--- src/rtl/bus_initiator.sv ---
// -----------------------------------------------------------------------------
// bus_initiator
//   Bus master for the as_/cs_/rw/addr/wr_data/rd_data/rdy_ peripheral bus.
//   It accepts one read or write request at a time on a valid/ready port and
//   runs it as a single bus cycle. It then waits for the slave's active-low
//   rdy_. The transfer ends with a one-cycle resp_valid pulse that carries the
//   read data, or it ends with resp_err=1 if the slave does not answer within
//   TIMEOUT cycles.
//
// Ports
//   clk, reset            rising-edge clock, asynchronous active-high reset
//   req_valid/req_ready   request handshake (accepted only in IDLE)
//   req_rw/addr/wdata     request fields (rw: 1=read, 0=write)
//   resp_valid            one-cycle completion pulse
//   resp_rdata            read data, held until the next resp_valid
//   resp_err              qualifies resp_valid: 1 = timeout abort
//   as_, cs_              address strobe / chip select, active-low
//   rw, addr, wr_data     bus direction, address, write data
//   rd_data, rdy_         slave read data and active-low ready
//
// All outputs come straight from flops.
// -----------------------------------------------------------------------------
module bus_initiator #(
  parameter int DATA_W  = 32,
  parameter int ADDR_W  = 1,
  parameter int TIMEOUT = 255
) (
  input  logic              clk,
  input  logic              reset,
  input  logic              req_valid,
  output logic              req_ready,
  input  logic              req_rw,
  input  logic [ADDR_W-1:0] req_addr,
  input  logic [DATA_W-1:0] req_wdata,
  output logic              resp_valid,
  output logic [DATA_W-1:0] resp_rdata,
  output logic              resp_err,
  output logic              as_,
  output logic              cs_,
  output logic              rw,
  output logic [ADDR_W-1:0] addr,
  output logic [DATA_W-1:0] wr_data,
  input  logic [DATA_W-1:0] rd_data,
  input  logic              rdy_
);

  localparam int CW = $clog2(TIMEOUT + 1);
  localparam logic [CW-1:0] CNT_LAST = CW'(TIMEOUT - 1);

  typedef enum logic [1:0] {
    ST_IDLE = 2'd0,
    ST_WAIT = 2'd1,
    ST_DONE = 2'd2
  } state_t;

  state_t            state_q;
  logic [CW-1:0]     cnt_q;
  logic              req_ready_q;
  logic              resp_valid_q;
  logic [DATA_W-1:0] resp_rdata_q;
  logic              resp_err_q;
  logic              as_q;
  logic              cs_q;
  logic              rw_q;
  logic [ADDR_W-1:0] addr_q;
  logic [DATA_W-1:0] wr_data_q;

  // Bus cycle sequencer: the state, the timeout counter and every output register.
  always_ff @(posedge clk or posedge reset) begin
    if (reset) begin
      state_q      <= ST_IDLE;
      cnt_q        <= '0;
      req_ready_q  <= 1'b0;
      resp_valid_q <= 1'b0;
      resp_rdata_q <= '0;
      resp_err_q   <= 1'b0;
      as_q         <= 1'b1;
      cs_q         <= 1'b1;
      rw_q         <= 1'b1;
      addr_q       <= '0;
      wr_data_q    <= '0;
    end else begin
      resp_valid_q <= 1'b0;
      case (state_q)
        ST_IDLE: begin
          // rdy_ is ignored here: any strobe seen now is stale or unsolicited.
          if (req_valid && req_ready_q) begin
            req_ready_q <= 1'b0;
            rw_q        <= req_rw;
            addr_q      <= req_addr;
            if (!req_rw) begin
              wr_data_q <= req_wdata;
            end
            as_q    <= 1'b0;
            cs_q    <= 1'b0;
            cnt_q   <= '0;
            state_q <= ST_WAIT;
          end else begin
            req_ready_q <= 1'b1;
          end
        end
        ST_WAIT: begin
          // Success is checked first, so a reply on the last allowed cycle still wins.
          if (!rdy_) begin
            if (rw_q) begin
              resp_rdata_q <= rd_data;
            end
            resp_valid_q <= 1'b1;
            resp_err_q   <= 1'b0;
            as_q         <= 1'b1;
            cs_q         <= 1'b1;
            state_q      <= ST_DONE;
          end else if (cnt_q == CNT_LAST) begin
            resp_valid_q <= 1'b1;
            resp_err_q   <= 1'b1;
            as_q         <= 1'b1;
            cs_q         <= 1'b1;
            state_q      <= ST_DONE;
          end else begin
            cnt_q <= cnt_q + CW'(1);
          end
        end
        ST_DONE: begin
          // This is the mandatory idle bus cycle. After it, the port accepts requests again.
          req_ready_q <= 1'b1;
          state_q     <= ST_IDLE;
        end
        default: begin
          req_ready_q <= 1'b0;
          as_q        <= 1'b1;
          cs_q        <= 1'b1;
          state_q     <= ST_IDLE;
        end
      endcase
    end
  end

  assign req_ready  = req_ready_q;
  assign resp_valid = resp_valid_q;
  assign resp_rdata = resp_rdata_q;
  assign resp_err   = resp_err_q;
  assign as_        = as_q;
  assign cs_        = cs_q;
  assign rw         = rw_q;
  assign addr       = addr_q;
  assign wr_data    = wr_data_q;

endmodule
--- config.mk ---
export PLATFORM = sky130hd
export DESIGN_NAME = bus_initiator
export DESIGN_NICKNAME = d
export VERILOG_FILES = /design/src/rtl/bus_initiator.sv
export SDC_FILE = /design/constraint.sdc
export NUM_CORES = 1
export LEC_CHECK = 0
export CAP_MARGIN = 20
export CORE_UTILIZATION = 42
export DETAILED_ROUTE_END_ITERATION = 7
export PLACE_DENSITY = 0.76
export SLEW_MARGIN = 15
export SYNTH_ARGS = -nofsm -noshare
export SYNTH_HDL_FRONTEND = slang
export SYNTH_SLANG_ARGS = --single-unit
export TNS_END_PERCENT = 5
--- constraint.sdc ---
create_clock -name clk -period 3.2 [get_ports clk]
set_input_delay 0.64 -clock clk [delete_from_list [all_inputs] [get_ports clk]]
set_output_delay 0.64 -clock clk [all_outputs]
set_load 0.01 [all_outputs]
==> impl_metrics.py <==
metrics = {
    "finish": {
        "multi_input_area_um2": 1210,
        "fin_nets": 434,
        "final_common_cell": "clkdlybuf4s50_1",
        "drive_above_1_share_pct": 24.8,
        "ff_latch_area_um2": 2000,
        "area_growth_pct": 50.5,
        "fin_cells": 469,
        "final_core_util_pct": 65.3,
        "nFillCells": 579,
        "diodes": 0,
        "layout_common_cells": "140 x clkdlybuf4s50_1, 78 x dfrtp_1, 34 x mux2_2",
    },
    "route": {
        "first_pass_iters": 4,
        "drc_errors": 0,
        "ant_nets": 0,
        "drtIter0Drc": 54,
        "viasPerCell": 4.84,
        "routedWlPerCell_um": 15.3,
        "dr_total_vias": 2270,
        "routed_wl_um": 7160,
    },
    "clocking": {
        "clock-root-buffer": "clkbuf_8",
        "cts_setup_buffers": 0,
        "cts.sinks": 80,
        "clk_path_buf_depth": 2,
        "clkSlewWorstSetupHoldPaths_ns": 0.08,
        "cts_hold_buf": 0,
        "cts_resized": 0,
        "cts_tree": "yes",
        "insertion_delay_ns": 0.33,
        "h-tree-depth": 3,
        "cts_buffers": 9,
    },
    "run_status": {
        "outcome": "completed",
    },
    "worst_setup_path": {
        "cp_cell_sequence": "clkdlybuf4s50_1 -> or3b_1 -> nor2_8 -> buf_12 -> mux2_4",
        "crit_required_ns": 3.41,
        "worst_setup_path_end_kind": "register",
        "cp_slowest_cell": "or3b_1",
        "cp_max_fo": 19,
        "startpoint_type": "input port",
        "worst-path-buf-inv": 2,
        "slowest_delay_ns": 0.57,
        "reg2reg_from": "state_q[1]$_DFFE_PP0P_",
        "startpoint": "req_valid",
        "worstSetupPathType": "in -> reg",
        "critPathTopFamily": "simple AND/OR/NAND/NOR gates",
        "arrival_ns": 2.62,
    },
    "floorplan": {
        "die_w_um": 91.1,
        "num_rows": 32,
        "core_um2": 7690,
        "io_pins": 141,
        "die_y_um": 91.1,
        "die_area_um2": 8300,
        "initial_utilization_pct": 43.4,
    },
    "place": {
        "dpl.hpwl_um": 5260,
        "pre_cts_ws_ns": 0.441,
        "io_buffers": 140,
        "gp_congestion": 0.756,
        "dp.cells": 453,
    },
    "sta": {
        "finalSetupTns_ns": 0,
        "max_slew_margin_pct": 55.2,
        "fin_crit_sh_pct": 75.2,
        "layout_setup_ws_ns": 0.795,
        "period_needed_ns": 2.41,
        "rsz0062_at_grt": "no",
        "setup_viol": 0,
        "hold_viol": 0,
        "skew_ns": 0.00645,
        "slew_violations": 0,
        "fmax_ghz": 0.416,
        "tightest_slew_ns": 0.670,
    },
    "yosys": {
        "ys_warn_count": 0,
        "syn_area_um2": 3330,
        "yosysUniqueCellTypes": 36,
        "synth_edf_count": 0,
        "synth_nets": 290,
        "syn_inst": 218,
        "ys_seq_area_share_pct": 60.1,
        "synth-main-ff-cell": "dfrtp_1",
        "synth_async_sr_flop_share_pct": 100,
        "ys_ff_latch": 80,
        "syn_area_per_cell_um2": 15.3,
    },
    "power_and_ir_drop": {
        "p_per_area_nw_per_um2": 910,
        "vdd_ir_drop_max_uv": 411,
        "finalPower_uw": 4570,
        "p_leak_uw": 0.00214,
    },
    "grt": {
        "grt_first_pass_wirelength_um": 11600,
        "antenna_found_initial": 0,
        "grt_pass1_vias": 2290,
        "grt_max_degree": 44,
        "grtUsageTotal_pct": 18.0,
        "grt_overflow_total": 0,
    },
    "worst_hold_path": {
        "hold_start": "rw$_DFFE_PP1P_",
        "hp-class": "reg -> reg",
    },
    "flow_run": {
        "cap_violations": 0,
    },
}
worst register-to-register path: stages, from the launching register on:
cell and delay (ns):
dfrtp_1 0.40, nand2b_4 0.15, or3b_1 0.60, nor2_8 0.38, buf_12 0.24, mux2_4 0.32
final timing paths:
| check | end | slack (ns) | depth (start not counted) |
|---|---|---|---|
| worst max-delay path | wr_data[16]$_DFFE_PP0P_ | 0.79 | 5 |
| worst min-delay path | rw$_DFFE_PP1P_ | 0.48 | 2 |
| worst max register to register | wr_data[16]$_DFFE_PP0P_ | 0.99 | 5 |
| worst min register to register | rw$_DFFE_PP1P_ | 0.48 | 2 |
| max in group asynchronous | rw$_DFFE_PP1P_ | 1.80 | 3 |
| min in group asynchronous | resp_rdata[6]$_DFFE_PP0P_ | 0.71 | 2 |
layer usage:
metal | GRT usage (%) | wire length (µm) | vias to the layer above
li1 | - | - | 1053
met1 | 23.5 | 3220 | 1120
met2 | 29.1 | 3500 | 93
met3 | 4.69 | 391 | 4
met4 | 6.08 | 48 | 0
met5 | 0 | 0 | -
final cells by class:
type	count	share of cell area (%)
sequential	80	40.0
timing repair buffer	143	28.9
inverter	4	0.324
multi-input combinational	124	24.2
tap	102	2.54
clock buffer	10	2.74
clock inverter	6	1.35
synthesized netlist by cell type (all sizes together), types with 3 or more instances:
cell | instances | area [µm²]
a21oi | 5 | 25.0
buf | 9 | 101
dfrtp | 78 | 1950
inv | 4 | 15.0
mux2 | 64 | 833
nand2 | 11 | 41.3
nand3 | 8 | 40.0
nor2 | 6 | 38.8
nor3 | 3 | 15.0
o21ai | 5 | 25.0
kinds of logic after synthesis:
group                    share of synthesized area [%]
multiplexers                                      25.0
flip-flops                                        60.1
AND/OR/NAND/NOR                                   7.13
AO/OA/AOI/OAI                                     3.38
buffers and inverters                             3.60
adder cells (fa/ha/maj)                          0.751
stage by stage:
step,hold WS (ns),area [µm²]
6_report,0.484,5020
5_1_grt,0.518,5020
4_1_cts,0.485,5020
3_5_place_dp,0.469,4810
3_3_place_gp,0.467,4810
2_1_floorplan,0.447,3330
report_power, final:
group          total, µW  internal [µW]  switching [µW]  leakage (µW)
Combinational       2080           1350             726       0.00107
Clock                744            384             360     0.0000989
Sequential          1750           1480             264      0.000973
Total               4570           3220            1350       0.00214
sequential cells by signal (all words and copies together) (netlist names):
| register | cells |
|---|---|
| addr | 1 |
| cnt_q | 8 |
| cs_ | 1 |
| req_ready | 1 |
| resp_err | 1 |
| resp_rdata | 32 |
| resp_valid | 1 |
| rw | 1 |
| state_q | 2 |
| wr_data | 32 |
Power figures use the tool's default switching activity.
